### src/rtl/jt49_pkg.sv
// rtl/jt49_pkg.sv - shared constants and helpers for the jt49 period divider
// Default sizing plus the zero-to-one effective period mapping.
package jt49_pkg;

   localparam int JT49_DIV_W  = 12;
   localparam int JT49_DIV_CH = 3;

   // A zero period behaves as one so a channel can never stall.
   function automatic logic [31:0] jt49_eff_period(input logic [31:0] p);
      return (p == 32'd0) ? 32'd1 : p;
   endfunction

endpackage

### src/rtl/jt49_div_multi_if.sv
// rtl/jt49_div_multi_if.sv - divider bus between register bank and generators
// Master drives enable/periods/restarts; slave returns square outputs and ticks.
interface jt49_div_multi_if
   import jt49_pkg::*;
#(
   parameter int W  = JT49_DIV_W,
   parameter int CH = JT49_DIV_CH
);
   logic            cen;
   logic [CH*W-1:0] period;
   logic [CH-1:0]   restart;
   logic [CH-1:0]   div;
   logic [CH-1:0]   tick;

   modport master (output cen, period, restart, input div, tick);
   modport slave  (input cen, period, restart, output div, tick);
endinterface

### src/rtl/jt49_div_ch.sv
// rtl/jt49_div_ch.sv - single divider channel: count, square output, tick strobe
// JT49_DIV_SHADOW_EN adds a shadow period reloaded only at safe points.
module jt49_div_ch
   import jt49_pkg::*;
#(
   parameter int W = JT49_DIV_W
) (
   input  logic         clk,
   input  logic         rst_n,
   input  logic         i_cen,
   input  logic [W-1:0] i_period,
   input  logic         i_restart,
   output logic         o_div,
   output logic         o_tick
);

   logic [W-1:0] r_count;
   logic         r_div;
   logic         r_tick;
   logic [W-1:0] w_src;
   logic [W-1:0] w_eff;
   logic         w_tc;

`ifdef JT49_DIV_SHADOW_EN
   logic [W-1:0] r_shadow;

   // An unloaded (zero) shadow defers to the live period until it captures it.
   assign w_src = (r_shadow == '0) ? i_period : r_shadow;

   always_ff @(posedge clk or negedge rst_n) begin
      if (!rst_n) begin
         r_shadow <= '0;
      end else if (i_restart || (i_cen && (w_tc || r_shadow == '0))) begin
         r_shadow <= i_period;
      end
   end
`else
   assign w_src = i_period;
`endif

   assign w_eff = W'(jt49_eff_period(32'(w_src)));
   assign w_tc  = i_cen && (r_count >= w_eff);

   always_ff @(posedge clk or negedge rst_n) begin
      if (!rst_n) begin
         r_count <= W'(1);
         r_div   <= 1'b0;
         r_tick  <= 1'b0;
      end else if (i_restart) begin
         r_count <= W'(1);
         r_div   <= 1'b0;
         r_tick  <= 1'b0;
      end else if (w_tc) begin
         r_count <= W'(1);
         r_div   <= ~r_div;
         r_tick  <= 1'b1;
      end else if (i_cen) begin
         r_count <= r_count + W'(1);
         r_tick  <= 1'b0;
      end else begin
         r_tick  <= 1'b0;
      end
   end

   assign o_div  = r_div;
   assign o_tick = r_tick;

endmodule

### src/rtl/jt49_div_multi.sv
// rtl/jt49_div_multi.sv - CH-channel square-wave period divider for the PSG
// Optional shadow periods selected by JT49_DIV_SHADOW_EN.
module jt49_div_multi
   import jt49_pkg::*;
#(
   parameter int W  = JT49_DIV_W,
   parameter int CH = JT49_DIV_CH
) (
   input  logic             clk,
   input  logic             rst_n,
   jt49_div_multi_if.slave  bus
);

   logic [CH-1:0] w_div;
   logic [CH-1:0] w_tick;

   for (genvar gi = 0; gi < CH; gi++) begin : g_ch
      jt49_div_ch #(.W(W)) u_ch (
         .clk       (clk),
         .rst_n     (rst_n),
         .i_cen     (bus.cen),
         .i_period  (bus.period[gi*W +: W]),
         .i_restart (bus.restart[gi]),
         .o_div     (w_div[gi]),
         .o_tick    (w_tick[gi])
      );
   end

   assign bus.div  = w_div;
   assign bus.tick = w_tick;

endmodule
### src/flat_wrapper.sv
// flat-port wrapper written by rule: the top's interface ports become plain ports
module jt49_div_multi_flat import jt49_pkg::*;
#(
   parameter int W  = JT49_DIV_W,
   parameter int CH = JT49_DIV_CH
)
  (clk, rst_n, bus_cen, bus_period, bus_restart, bus_div, bus_tick);
  jt49_div_multi_if #(.W(W), .CH(CH)) bus_i ();
  input  logic clk;
  input  logic rst_n;
  input wire logic [$bits(bus_i.cen)-1:0] bus_cen;
  input wire logic [$bits(bus_i.period)-1:0] bus_period;
  input wire logic [$bits(bus_i.restart)-1:0] bus_restart;
  output wire logic [$bits(bus_i.div)-1:0] bus_div;
  output wire logic [$bits(bus_i.tick)-1:0] bus_tick;
  assign bus_i.cen = bus_cen;
  assign bus_i.period = bus_period;
  assign bus_i.restart = bus_restart;
  assign bus_div = bus_i.div;
  assign bus_tick = bus_i.tick;
  jt49_div_multi #(.W(W), .CH(CH)) u_core (.clk(clk), .rst_n(rst_n), .bus(bus_i));
endmodule
### config.mk
export PLATFORM = sky130hd
export DESIGN_NAME = jt49_div_multi_flat
export DESIGN_NICKNAME = d
export VERILOG_FILES = /design/src/rtl/jt49_pkg.sv /design/src/rtl/jt49_div_multi_if.sv /design/src/rtl/jt49_div_ch.sv /design/src/rtl/jt49_div_multi.sv /design/src/flat_wrapper.sv
export SDC_FILE = /design/constraint.sdc
export NUM_CORES = 1
export LEC_CHECK = 0
export CORE_MARGIN = 3
export CORE_UTILIZATION = 45
export CTS_CLUSTER_DIAMETER = 30
export DETAILED_ROUTE_END_ITERATION = 8
export GPL_ROUTABILITY_DRIVEN = 0
export PLACE_DENSITY_LB_ADDON = 0.25
export SETUP_SLACK_MARGIN = 0.15
export SYNTH_ARGS = -nofsm -noshare
export SYNTH_HDL_FRONTEND = slang
export SYNTH_SLANG_ARGS = --single-unit
### constraint.sdc
create_clock -name clk -period 2.36 [get_ports clk]
set_clock_uncertainty 0.05 [all_clocks]
set_input_delay 0.472 -clock clk [delete_from_list [all_inputs] [get_ports clk]]
set_output_delay 0.472 -clock clk [all_outputs]
set_load 0.01 [all_outputs]
==> results.yml <==
floorplan:
  die_height_um: 90.01
  rows: 29
  boundaryPins: 48
  die_area_um2: 8101
  core_area_um2: 6604
  die_x_um: 90.01
  initial_core_util_pct: 48.09
synthesis:
  ys_ff_latch: 42
  async_flop_share_pct: 100.0
  yosysTopAreaCell: "dfrtp_1"
  synthCells: 340
  syn_area_um2: 3176
  synth_top_area_share_pct: 30.73
  synthDistinctLibCells: 39
  avgSynthCellArea_um2: 9.340
  synth_common_cells: "41 x inv_1, 39 x dfrtp_1, 39 x ha_1, 33 x nor2_1, 20 x xor2_1"
  yosysMostFrequentCell: "inv_1"
  synthFlopType: "dfrtp_1"
  syn_nets: 421
  synth_area_leaders: "dfrtp_1 31%, ha_1 15%, xor2_1 5.5%"
  yosysSeqAreaShare_pct: 33.22
  synth_edf_count: 0
  ys.warnings.count: 0
detailed_routing:
  first_iter_violations: 98
  drc: 0
  first_pass_iters: 5
  routed_via_density: 5.280
  post_drt_wl_per_cell_um: 14.40
  wirelength_um: 7516
  vias: 2756
  ant_nets: 0
layout:
  finalNonFillerCells: 522
  design_area_um2: 4317
  nFillCells: 549
  layout.nets: 509
  num_antenna_cells: 0
  area_growth_pct: 35.93
  drive_gt1_share_pct: 28.44
critical_path:
  worstSetupStartpointType: "input pin"
  worst_ep_required_time_ns: 2.49
  crit_arrival_ns: 2.31
  critical_path.max_fanout: 3
  cp_slowest_cell: "mux2_1"
  criticalPathCategory: "input pin to flop"
  cpPeakStageDelay_ns: 0.33
  worstPathCellList: "dlygate4sd2_1, buf_4, inv_1, ha_1, and4_1, nand4_1, o21ai_2, mux2_1"
  end_kind: "flop"
run_status:
  outcome: "finished clean"
clock_network:
  cts_hold_buf: 0
  clock_latency_ns: 0.29
  numCtsBuffers: 5
  path_clk_slew_ns: 0.08
  cts_tree: "done"
  htree_levels: 2
  root_buffer: "clkbuf_8"
  clock-sinks: 42
  cts_max_path_buffers: 2
min_path:
  hp-class: "input pin to asynchronous set/reset pin"
run:
  max_cap_violations: 0
sta:
  finalCritPeriodShare_pct: 92.70
  tightest_slew_ns: 0.4942
  fin_hold_ws_ns: 0.08665
  finalCriticalPeriod_ns: 2.188
  finalHoldViolCount: 0
  rsz0062_at_grt: "no"
  finalMaxSlewViolations: 0
  fmax_mhz: 457.1
  setup-violations-final: 0
  timing.slew.headroom_pct: 67.06
placement:
  dp.cells: 512
  io_buffers: 47
  dp_hpwl_um: 5625
  post_dp_cell_area_um2: 4040
global_route:
  track_usage_pct: 19.02
  grt_pass1_vias: 2837
  grt-ovfl-total: 0
  antenna_found_initial: 0
  grt_pass1_wl_um: 13010
  grt_max_degree: 23
power:
  ir_drop_uv: 248.4
  power_mw: 1.662
  cellLeakagePower_nw: 2.121
  power_density_nw_per_um2: 385.0
## flip-flops by register name, indices dropped and copies added, names as in the netlist
name,flops
u_core.g_ch.u_ch.o_div,3
u_core.g_ch.u_ch.o_tick,3
u_core.g_ch.u_ch.r_count,36
## final timing paths
check | from | end | slack, ns | cells past startpoint
worst max-delay path | bus_period[22] | u_core.g_ch[1].u_ch.o_div$_DFFE_PN0P_ | 0.17 | 8
worst min-delay path | rst_n | u_core.g_ch[1].u_ch.r_count[6]$_DFFE_PN0P_ | 0.09 | 1
worst max register to register | u_core.g_ch[1].u_ch.r_count[9]$_DFFE_PN0P_ | u_core.g_ch[1].u_ch.o_div$_DFFE_PN0P_ | 0.31 | 5
worst min register to register | u_core.g_ch[1].u_ch.r_count[11]$_DFFE_PN0P_ | u_core.g_ch[1].u_ch.r_count[11]$_DFFE_PN0P_ | 0.50 | 2
max in group asynchronous | rst_n | u_core.g_ch[0].u_ch.r_count[0]$_DFFE_PN1P_ | 1.56 | 2
min in group clk | u_core.g_ch[1].u_ch.r_count[11]$_DFFE_PN0P_ | u_core.g_ch[1].u_ch.r_count[11]$_DFFE_PN0P_ | 0.50 | 2
## report_power, final
group / switching (mW) / total [mW] / leakage (nW) / internal, mW
clock network: 0.254 / 0.571 / 0.0585 / 0.317
logic: 0.170 / 0.335 / 1.49 / 0.165
registers: 0.0197 / 0.756 / 0.573 / 0.736
total: 0.444 / 1.66 / 2.12 / 1.22
## worst max-delay path: cells and delay by family
family	cells	cell delay [ns]
AO/OA/AOI/OAI	1	0.24
adder cells (fa/ha/maj)	1	0.30
buffers and inverters	3	0.39
multiplexers	1	0.33
AND/OR/NAND/NOR	2	0.58
## routing by layer
layer | GRT usage, % | part of all wire [%]
met1 | 24.13 | 45
met2 | 33.23 | 51
met3 | 4.007 | 3.0
met4 | 4.209 | 1.2
met5 | 0 | 0
## cells by family (layout without fill, tap and decap cells)
logic type / count (synthesis) / after routing / share of synthesized area, %
multiplexers: 3 / 3 / 1.182
AND/OR/NAND/NOR: 117 / 117 / 19.39
AO/OA/AOI/OAI: 60 / 61 / 16.11
buffers and inverters: 52 / 140 / 7.289
flip-flops: 42 / 42 / 33.22
adder cells (fa/ha/maj): 39 / 39 / 15.37
XOR/XNOR: 27 / 27 / 7.447
## repair_timing
| action | in CTS | in global routing |
|---|---|---|
| gates resized for setup | 75 | 43 |
| pin swaps | 24 | 30 |
| cloned | 1 | 1 |
| endpoints found under the setup margin | 42 | 39 |
| buffers inserted | 0 | 0 |
| endpoints found under the hold margin | 0 | 0 |
## cell usage in the layout (no fill, tap or decap), drive strengths merged, types with 4 or more instances in the layout
cell	n
nor2b	8
nor4	6
and3	8
inv	42
dfrtp	39
nand3	19
nand4	6
nand2	20
a21o	9
o211ai	6
o21ai	12
xnor2	7
clkbuf	18
a21oi	12
clkdlybuf4s50	12
clkdlybuf4s15	8
a221oi	4
ha	39
o2111ai	7
buf	48
dlygate4sd2	10
nor3	12
nor2	33
xor2	20
## metrics by stage
stage	TNS [ns]	setup WS, ns	util [%]
floorplan	0	0.1515	-
global placement	-14.68	-0.4111	61.18
detailed placement	-16.96	-0.4632	61.18
CTS	0	0.1546	64.72
global route	0	0.1243	65.37
finish	0	0.1723	65.37
## cell type report
cell class | count | area, µm² | area share (%)
clock buffers | 5 | 68.82 | 1.594
clock inverters | 3 | 43.79 | 1.014
inverters | 41 | 153.9 | 3.565
multi-input cells | 247 | 2128 | 49.30
flip-flops and latches | 42 | 1055 | 24.43
well taps | 93 | 116.4 | 2.696
repair buffers | 91 | 750.7 | 17.39
(Power assumes the default switching activity.)
